--- src/rtl/servo_pkg.sv ---
// Shared constants, width/channel types and the clamp helper
// for the servo frame timebase and ramp scheduler.
package servo_pkg;

  localparam int FRAME  = 20000;
  localparam int MIN_W  = 1000;
  localparam int MAX_W  = 2200;
  localparam int INIT_W = 1500;
  localparam int STEP   = 10;
  localparam int CHW    = 2;

  typedef logic [11:0]     width_t;
  typedef logic [CHW-1:0]  ch_t;
  typedef logic [14:0]     cnt_t;

  function automatic width_t clamp_w(
    input width_t w,
    input width_t lo,
    input width_t hi
  );
    if (w < lo) return lo;
    if (w > hi) return hi;
    return w;
  endfunction

endpackage

--- src/rtl/servo_rr_arb2.sv ---
// Two-requester round-robin arbiter; the pointer
// favours the requester that was not served last.
module servo_rr_arb2 (
  input  logic clk,
  input  logic rst_n,
  input  logic a_valid,
  input  logic b_valid,
  output logic a_grant,
  output logic b_grant
);

  logic prio_a;

  assign a_grant = a_valid & (~b_valid | prio_a);
  assign b_grant = b_valid & (~a_valid | ~prio_a);

  always_ff @(posedge clk or negedge rst_n) begin
    if (!rst_n) begin
      prio_a <= 1'b1;
    end else if (a_grant | b_grant) begin
      prio_a <= b_grant;
    end
  end

endmodule

--- src/rtl/servo_ramp_scheduler.sv ---
// Servo frame timebase, arbitrated target writes and
// per-channel slew-limited pulse width ramps.
module servo_ramp_scheduler #(
  parameter int NCH    = 4,
  parameter int CHW    = 2,
  parameter int FRAME  = servo_pkg::FRAME,
  parameter int MIN_W  = servo_pkg::MIN_W,
  parameter int MAX_W  = servo_pkg::MAX_W,
  parameter int INIT_W = servo_pkg::INIT_W,
  parameter int STEP   = servo_pkg::STEP
) (
  input  logic           mclk,
  input  logic           rst_n,
  input  logic           a_valid,
  input  logic [CHW-1:0] a_ch,
  input  logic [11:0]    a_width,
  output logic           a_ready,
  input  logic           b_valid,
  input  logic [CHW-1:0] b_ch,
  input  logic [11:0]    b_width,
  output logic           b_ready,
  input  logic           freeze,
  output logic [NCH-1:0] pwm,
  output logic           frame_start,
  output logic [NCH-1:0] at_target,
  output logic           clamped
);

  import servo_pkg::*;

  localparam cnt_t   LAST   = cnt_t'(FRAME - 1);
  localparam width_t LO     = width_t'(MIN_W);
  localparam width_t HI     = width_t'(MAX_W);
  localparam width_t INIT   = width_t'(INIT_W);
  localparam width_t STEP_W = width_t'(STEP);

  cnt_t           frame_cnt;
  logic           wrap;
  logic           wr;
  logic [CHW-1:0] wch;
  width_t         raw;
  width_t         wval;

  assign wrap        = frame_cnt == LAST;
  assign frame_start = frame_cnt == '0;

  servo_rr_arb2 u_arb (
    .clk     (mclk),
    .rst_n   (rst_n),
    .a_valid (a_valid),
    .b_valid (b_valid),
    .a_grant (a_ready),
    .b_grant (b_ready)
  );

  assign wr   = a_ready | b_ready;
  assign wch  = a_ready ? a_ch : b_ch;
  assign raw  = a_ready ? a_width : b_width;
  assign wval = clamp_w(raw, LO, HI);

  always_ff @(posedge mclk or negedge rst_n) begin
    if (!rst_n) begin
      frame_cnt <= '0;
      clamped   <= 1'b0;
    end else begin
      frame_cnt <= wrap ? '0 : frame_cnt + 15'd1;
      clamped   <= wr && (raw < LO || raw > HI);
    end
  end

  for (genvar i = 0; i < NCH; i++) begin : g_ch
    width_t      cur;
    width_t      tgt;
    width_t      mag;
    width_t      stp;
    width_t      nxt;
    logic [12:0] diff;
    logic        pwm_q;
    logic        at_q;

    // 13-bit difference keeps the direction bit out of the magnitude
    always_comb begin
      diff = {1'b0, tgt} - {1'b0, cur};
      mag  = diff[12] ? 12'(13'd0 - diff) : diff[11:0];
      stp  = (mag > STEP_W) ? STEP_W : mag;
      nxt  = diff[12] ? cur - stp : cur + stp;
    end

    always_ff @(posedge mclk or negedge rst_n) begin
      if (!rst_n) begin
        cur   <= INIT;
        tgt   <= INIT;
        pwm_q <= 1'b0;
        at_q  <= 1'b1;
      end else begin
        if (wr && wch == CHW'(i)) tgt <= wval;
        if (wrap && !freeze) cur <= nxt;
        pwm_q <= frame_cnt < {3'b000, cur};
        at_q  <= cur == tgt;
      end
    end

    assign pwm[i]       = pwm_q;
    assign at_target[i] = at_q;
  end

endmodule
--- config.mk ---
export PLATFORM = sky130hd
export DESIGN_NAME = servo_ramp_scheduler
export DESIGN_NICKNAME = d
export VERILOG_FILES = /design/src/rtl/servo_pkg.sv /design/src/rtl/servo_rr_arb2.sv /design/src/rtl/servo_ramp_scheduler.sv
export SDC_FILE = /design/constraint.sdc
export NUM_CORES = 1
export LEC_CHECK = 0
export BUFFER_PORTS_ARGS = -buffer_cell sky130_fd_sc_hd__buf_2
export CAP_MARGIN = 20
export CORE_ASPECT_RATIO = 1.5
export CORE_MARGIN = 1
export CORE_UTILIZATION = 58
export DETAILED_ROUTE_END_ITERATION = 16
export GPL_ROUTABILITY_DRIVEN = 0
export PLACE_DENSITY = 0.83
export SLEW_MARGIN = 20
export SYNTH_ARGS = -nofsm -noshare
export SYNTH_HDL_FRONTEND = slang
export SYNTH_SLANG_ARGS = --single-unit
--- constraint.sdc ---
create_clock -name mclk -period 6.55 [get_ports mclk]
set_input_delay 0.655 -clock mclk [delete_from_list [all_inputs] [get_ports mclk]]
set_output_delay 0.655 -clock mclk [all_outputs]
set_load 0.02 [all_outputs]
* After elaboration in Yosys (flattened, before gate mapping)
Cells that the tools add are included.
** Storage, ports and cells
- Register bits :: 121
- Bits in latches :: 0
- RAM bits :: 0
- Memory bits (read-only) :: 0
- Output and inout bits :: 12
- Logic and storage cells :: 94
- Memories kept :: 0
** Cells by class
- Add/subtract/negate cells :: 17
- Multiply operators :: 0
- Div/mod/pow operators :: 0
- $lt $le $gt $ge :: 10
- Equal/unequal tests :: 8
- Shift-type cells :: 0
- Muxes and demuxes :: 22
- Bitwise operators :: 8
- Reduce and logical (&&, ||, !) cells :: 10
** Operators by type and width (count)
- 2-to-1 mux 12 bit :: 17
- less-than comparator 15 x 12 -> 1 bit :: 4
- subtractor 12 x 12 -> 13 bit :: 4
- adder 12 bit :: 4
- == test 12 bit :: 4
- > comparator 12 x 4 -> 1 bit (second input constant) :: 4
- subtractor 1 x 12 -> 12 bit (first input constant) :: 4
- subtractor 12 bit :: 4
- adder 15 x 1 -> 15 bit (second input constant) :: 1
- == test 15 bit (second input constant) :: 1
- logical NOT 15 bit :: 1
- 2-to-1 mux 15 bit :: 1
- > comparator 12 bit (second input constant) :: 1
- less-than comparator 12 x 10 -> 1 bit (second input constant) :: 1
- logical AND 1 bit :: 6
- == test 2 bit (second input constant) :: 2
- 2-to-1 mux 1 bit :: 3
- NOT 1 bit :: 3
- OR 1 bit :: 3
- bitwise AND 1 bit :: 2
- == test 2 x 1 -> 1 bit (second input constant) :: 1
- logical NOT 2 bit :: 1
- 2-to-1 mux 2 bit :: 1
- logical NOT 1 bit :: 1
- logical OR 1 bit :: 1

* Longest topological paths before layout
- Depth after elaboration :: 9
- Gate-level depth with buffers :: 29

* Modules after synthesis
From an unflattened synthesis, not the netlist that was laid out.
** Unflattened totals
- Cells, all modules :: 1535
- Area, all modules :: 12738.5 um2
** By module, submodules not included
- servo_ramp_scheduler :: instances 1, cells each 1529, area an instance 12684.7 um2, seq. area each 3078.0 um2
- servo_rr_arb2 :: instances 1, cells each 6, area an instance 53.8 um2, seq. area each 26.3 um2

* Least setup slack after synthesis
No wires, ideal clock.
- Kind :: reg2reg
- From :: register g_ch[2].cur[3]
- To :: register g_ch[2].cur[11]
- Library setup time :: 0.080 ns
- Data arrival time :: 6.137 ns
- Required time :: 6.470 ns
- Slack :: 0.333 ns
- Cell stages (with the launch flop) :: 26
- Path buffers :: 1
- Clock period less this slack :: 6.217 ns
- Path through :: dfstp_2 inv_1 ha_1 buf_2 o21ai_0 a21o_1 a311o_1 a211oi_2 or3b_1 or4_1 a211oi_2 o21ai_1 or2_2 ha_1 o21ai_0 ha_1 nor2b_1 o21ai_0 a21boi_0 o211ai_1 a21oi_1 o31ai_1 or4_1 o311ai_0 a311oi_1 xnor2_1
** On the way
- Word-level cells in the longest chain between the ends :: 7
- Elaborated cells on any way between the ends :: 8
** Ends and longest elaborated chain
- start, declared :: RTL line servo_ramp_scheduler.sv:72 : width_t cur;
- start signal, assigned :: RTL line servo_ramp_scheduler.sv:97 : if (wrap && !freeze) cur <= nxt;
- subtractor 12 x 12 -> 13 bit :: RTL line servo_ramp_scheduler.sv:83 : diff = {1'b0, tgt} - {1'b0, cur};
- subtractor 1 x 12 -> 12 bit :: RTL line servo_ramp_scheduler.sv:84 : mag = diff[12] ? 12'(13'd0 - diff) : diff[11:0];
- 2-to-1 mux 12 bit :: RTL line servo_ramp_scheduler.sv:84
- > comparator 12 x 4 -> 1 bit :: RTL line servo_ramp_scheduler.sv:85 : stp = (mag > STEP_W) ? STEP_W : mag;
- 2-to-1 mux 12 bit :: RTL line servo_ramp_scheduler.sv:85
- adder 12 bit or subtractor 12 bit (tied branches) :: RTL line servo_ramp_scheduler.sv:86 : nxt = diff[12] ? cur - stp : cur + stp;
- 2-to-1 mux 12 bit * :: RTL line servo_ramp_scheduler.sv:86
Every way passes the cells marked *; elsewhere a longest branch is shown, timed or not.
A chain may end at the register's enable or synchronous reset.

* Worst setup path in the final report
- From :: register g_ch[0].cur[0]
- To :: register g_ch[0].cur[11]
** On the way
- Word-level cells in the longest chain between the ends :: 7
- Elaborated cells on any way between the ends :: 8
** Ends and longest elaborated chain (RTL line)
- start, declared :: servo_ramp_scheduler.sv:72
- start signal, assigned :: servo_ramp_scheduler.sv:97
- subtractor 12 x 12 -> 13 bit :: servo_ramp_scheduler.sv:83
- subtractor 1 x 12 -> 12 bit :: servo_ramp_scheduler.sv:84
- 2-to-1 mux 12 bit :: servo_ramp_scheduler.sv:84
- > comparator 12 x 4 -> 1 bit :: servo_ramp_scheduler.sv:85
- 2-to-1 mux 12 bit :: servo_ramp_scheduler.sv:85
- adder 12 bit or subtractor 12 bit (tied branches) :: servo_ramp_scheduler.sv:86
- 2-to-1 mux 12 bit * :: servo_ramp_scheduler.sv:86
Marks and branches as above.

==> flow_metrics.env <==
export IMPL_drv_cap=0
export IMPL_synth_top_flop_cell="dfstp_2"
export IMPL_p_leak_nw=6.03
export IMPL_rr_worst_depth=25
export IMPL_clock_latency_ns=0.42
export IMPL_syn_inst=1514
export IMPL_final_cell_mix="157 x nand2_1, 142 x ha_1, 134 x o21ai_0"
export IMPL_synth_edf_count=0
export IMPL_nets=1759
export IMPL_finalHoldViolCount=0
export IMPL_drive_above_1_share_pct=16.4
export IMPL_wl_um=35300
export IMPL_layout_min_cycle_time_ns=6.34
export IMPL_htreeDepth=4
export IMPL_path_clk_slew_ns=0.06
export IMPL_power_density_nw_per_um2=338
export IMPL_core_um2=20600
export IMPL_wire_per_inst_um=19.1
export IMPL_critPathKind="reg -> reg"
export IMPL_fin_hold_ws_ns=0.262
export IMPL_ys_seq_area_share_pct=25.2
export IMPL_cts_tree="built"
export IMPL_avgSynthCellArea_um2=8.14
export IMPL_drt_initial_drc_count=834
export IMPL_io_buffers=44
export IMPL_setup_violations=0
export IMPL_dr_pass1_iters=6
export IMPL_cp_start_kind="flop"
export IMPL_max_stage_delay_ns=0.60
export IMPL_cpMostUsedCell="ha_1"
export IMPL_ir_drop_uv=200
export IMPL_fin_skew_ns=0.0110
export IMPL_cp_max_fo=7
export IMPL_cts_root_buf="clkbuf_16"
export IMPL_endpoint_kind="flop"
export IMPL_n_antenna_cell=0
export IMPL_required_ns=6.85
export IMPL_grt_pass1_wl_um=55700
export IMPL_slew_violations=0
export IMPL_max_freq_ghz=0.158
export IMPL_worstReg2RegEnd="g_ch[0].cur[11]"
export IMPL_worstReg2RegStart="g_ch[0].cur[0]"
export IMPL_worst_path_buf_inv=0
export IMPL_final_antenna_net_count=0
export IMPL_dp_hpwl_um=26500
export IMPL_grtUsageTotal_pct=32.1
export IMPL_grt_max_degree=74
export IMPL_yosysWarnings=0
export IMPL_hp_class="in -> async"
export IMPL_fin_crit_sh_pct=96.9
export IMPL_grt_pass1_vias=11700
export IMPL_syn_area_um2=12300
export IMPL_ys_ff_latch=121
export IMPL_relSlewSlack_pct=35.1
export IMPL_r2r_slack_ns=0.21
export IMPL_drc=0
export IMPL_cts_sinks=121
export IMPL_grt_overflow_total=0
export IMPL_synthToLayoutAreaGrowth_pct=12.4
export IMPL_pin_count=45
export IMPL_cts_buffers=17
export IMPL_initial_core_util_pct=59.9
export IMPL_syn_nets=1701
export IMPL_postSynth_asyncResetShare_pct=100
export IMPL_slowest_stage="fa_2"
export IMPL_critPathTopFamily="compound AO/OA/AOI/OAI gates"
export IMPL_vias=12000
export IMPL_cp_arrival_ns=6.64
export IMPL_ys_types=79
export IMPL_worst_pin_slew_ns=0.963
export IMPL_timing_final_ws_setup_ns=0.205
export IMPL_final_common_cell="nand2_1"
export IMPL_antenna_found_initial=0
export IMPL_dp_slack_ns=0.0150
export IMPL_avgViaCountPerCell=6.50
export IMPL_max_clock_path_buffers=2
export IMPL_die_area_um2=21800
export IMPL_num_rows=64
export IMPL_fp_dieH_um=180
export IMPL_status="finished clean"
export IMPL_die_x_um=121
[power breakdown]
group | switching [W] | total [W] | internal (W)
Clock | 0.000361 | 0.00105 | 0.000684
Sequential | 0.0000665 | 0.000942 | 0.000875
Combinational | 0.00159 | 0.00269 | 0.00110
[worst max path at each step]
stage          cells past startpoint              end           start
2_1_floorplan                     25  g_ch[2].cur[11]  g_ch[2].cur[3]
3_3_place_gp                      24  g_ch[2].cur[11]  g_ch[2].cur[2]
3_5_place_dp                      25  g_ch[0].cur[11]  g_ch[0].cur[0]
4_1_cts                           24  g_ch[0].cur[11]  g_ch[0].cur[0]
5_1_grt                           26  g_ch[1].cur[10]  g_ch[1].cur[5]
6_report                          25  g_ch[0].cur[11]  g_ch[0].cur[0]
[flip-flops by register name (all words and copies together) (netlist names)]
register / count
u_arb.prio_a: 1
g_ch.pwm_q: 4
g_ch.cur: 48
frame_cnt: 15
g_ch.at_q: 4
g_ch.tgt: 48
clamped: 1
[area by class of cell]
class | count | area, um^2
clock buffers | 20 | 447
repair buffers | 92 | 583
flip-flops and latches | 121 | 3110
inverters | 115 | 432
well taps | 264 | 330
multi-input cells | 1225 | 8750
clock inverters | 12 | 198
fillers | 1575 | 6730
[through the flow]
step,utilization (%),TNS (ns),cell area (um^2),total power [W],instances
after floorplan,-,0,12300,0.00287,1514
after global placement,63.1,0,13000,0.00337,1813
after detailed placement,63.1,0,13000,0.00345,1813
after CTS,66.3,0,13600,0.00452,1845
after global routing,67.3,-0.474,13800,0.00500,1849
final,67.3,0,13800,0.00468,1849
[logic make-up (layout without fill, tap and decap cells)]
kind of cell	Yosys count	after routing	synth area share (%)
AND/OR/NAND/NOR	494	494	20.2
AO/OA/AOI/OAI	465	465	24.8
buffers and inverters	168	239	5.41
adder cells (fa/ha/maj)	154	154	16.1
flip-flops	121	121	25.2
XOR/XNOR	90	90	6.40
multiplexers	22	22	1.88
[layer usage]
metal  vias to the layer above  GRT usage, %  share of wire, %
met5                         -             0                 0
li1                       5648             -                 -
met1                      5763          35.6                38
met2                       453          55.6                50
met4                         0          22.6               7.2
met3                       162          4.62               4.9
[cells in the mapped netlist (all sizes together) (9+ instances only)]
cell / n / share of area, %
a211o: 11 / 0.78
a211oi: 16 / 1.1
a21o: 41 / 2.5
a21oi: 82 / 3.4
a31oi: 12 / 0.61
and2: 13 / 0.66
and3: 9 / 0.46
buf: 14 / 0.72
clkbuf: 39 / 1.2
dfrtp: 60 / 12
dfstp: 61 / 13
ha: 146 / 15
inv: 114 / 3.5
mux2: 9 / 0.82
mux2i: 13 / 1.1
nand2: 157 / 4.8
nand2b: 28 / 1.4
nand3: 33 / 1.3
nand4: 23 / 1.2
nor2: 84 / 2.6
nor2b: 21 / 1.1
nor3: 41 / 1.7
nor4: 11 / 0.56
o211ai: 16 / 0.98
o21a: 11 / 0.67
o21ai: 143 / 5.8
o21bai: 12 / 0.73
o311ai: 9 / 0.64
o31ai: 32 / 2.0
o41ai: 10 / 0.71
or2: 15 / 0.76
or3: 17 / 0.86
or4: 12 / 0.76
xnor2: 58 / 4.1
xor2: 32 / 2.3
[timing repair]
item / CTS / global route
endpoints found under the setup margin: 2 / 13
gates resized for setup: 2 / 44
pin swaps: 0 / 21
buffers inserted: 0 / 4
hold buffers: 0 / 0
Note: power is estimated with default switching activity, not from simulation.
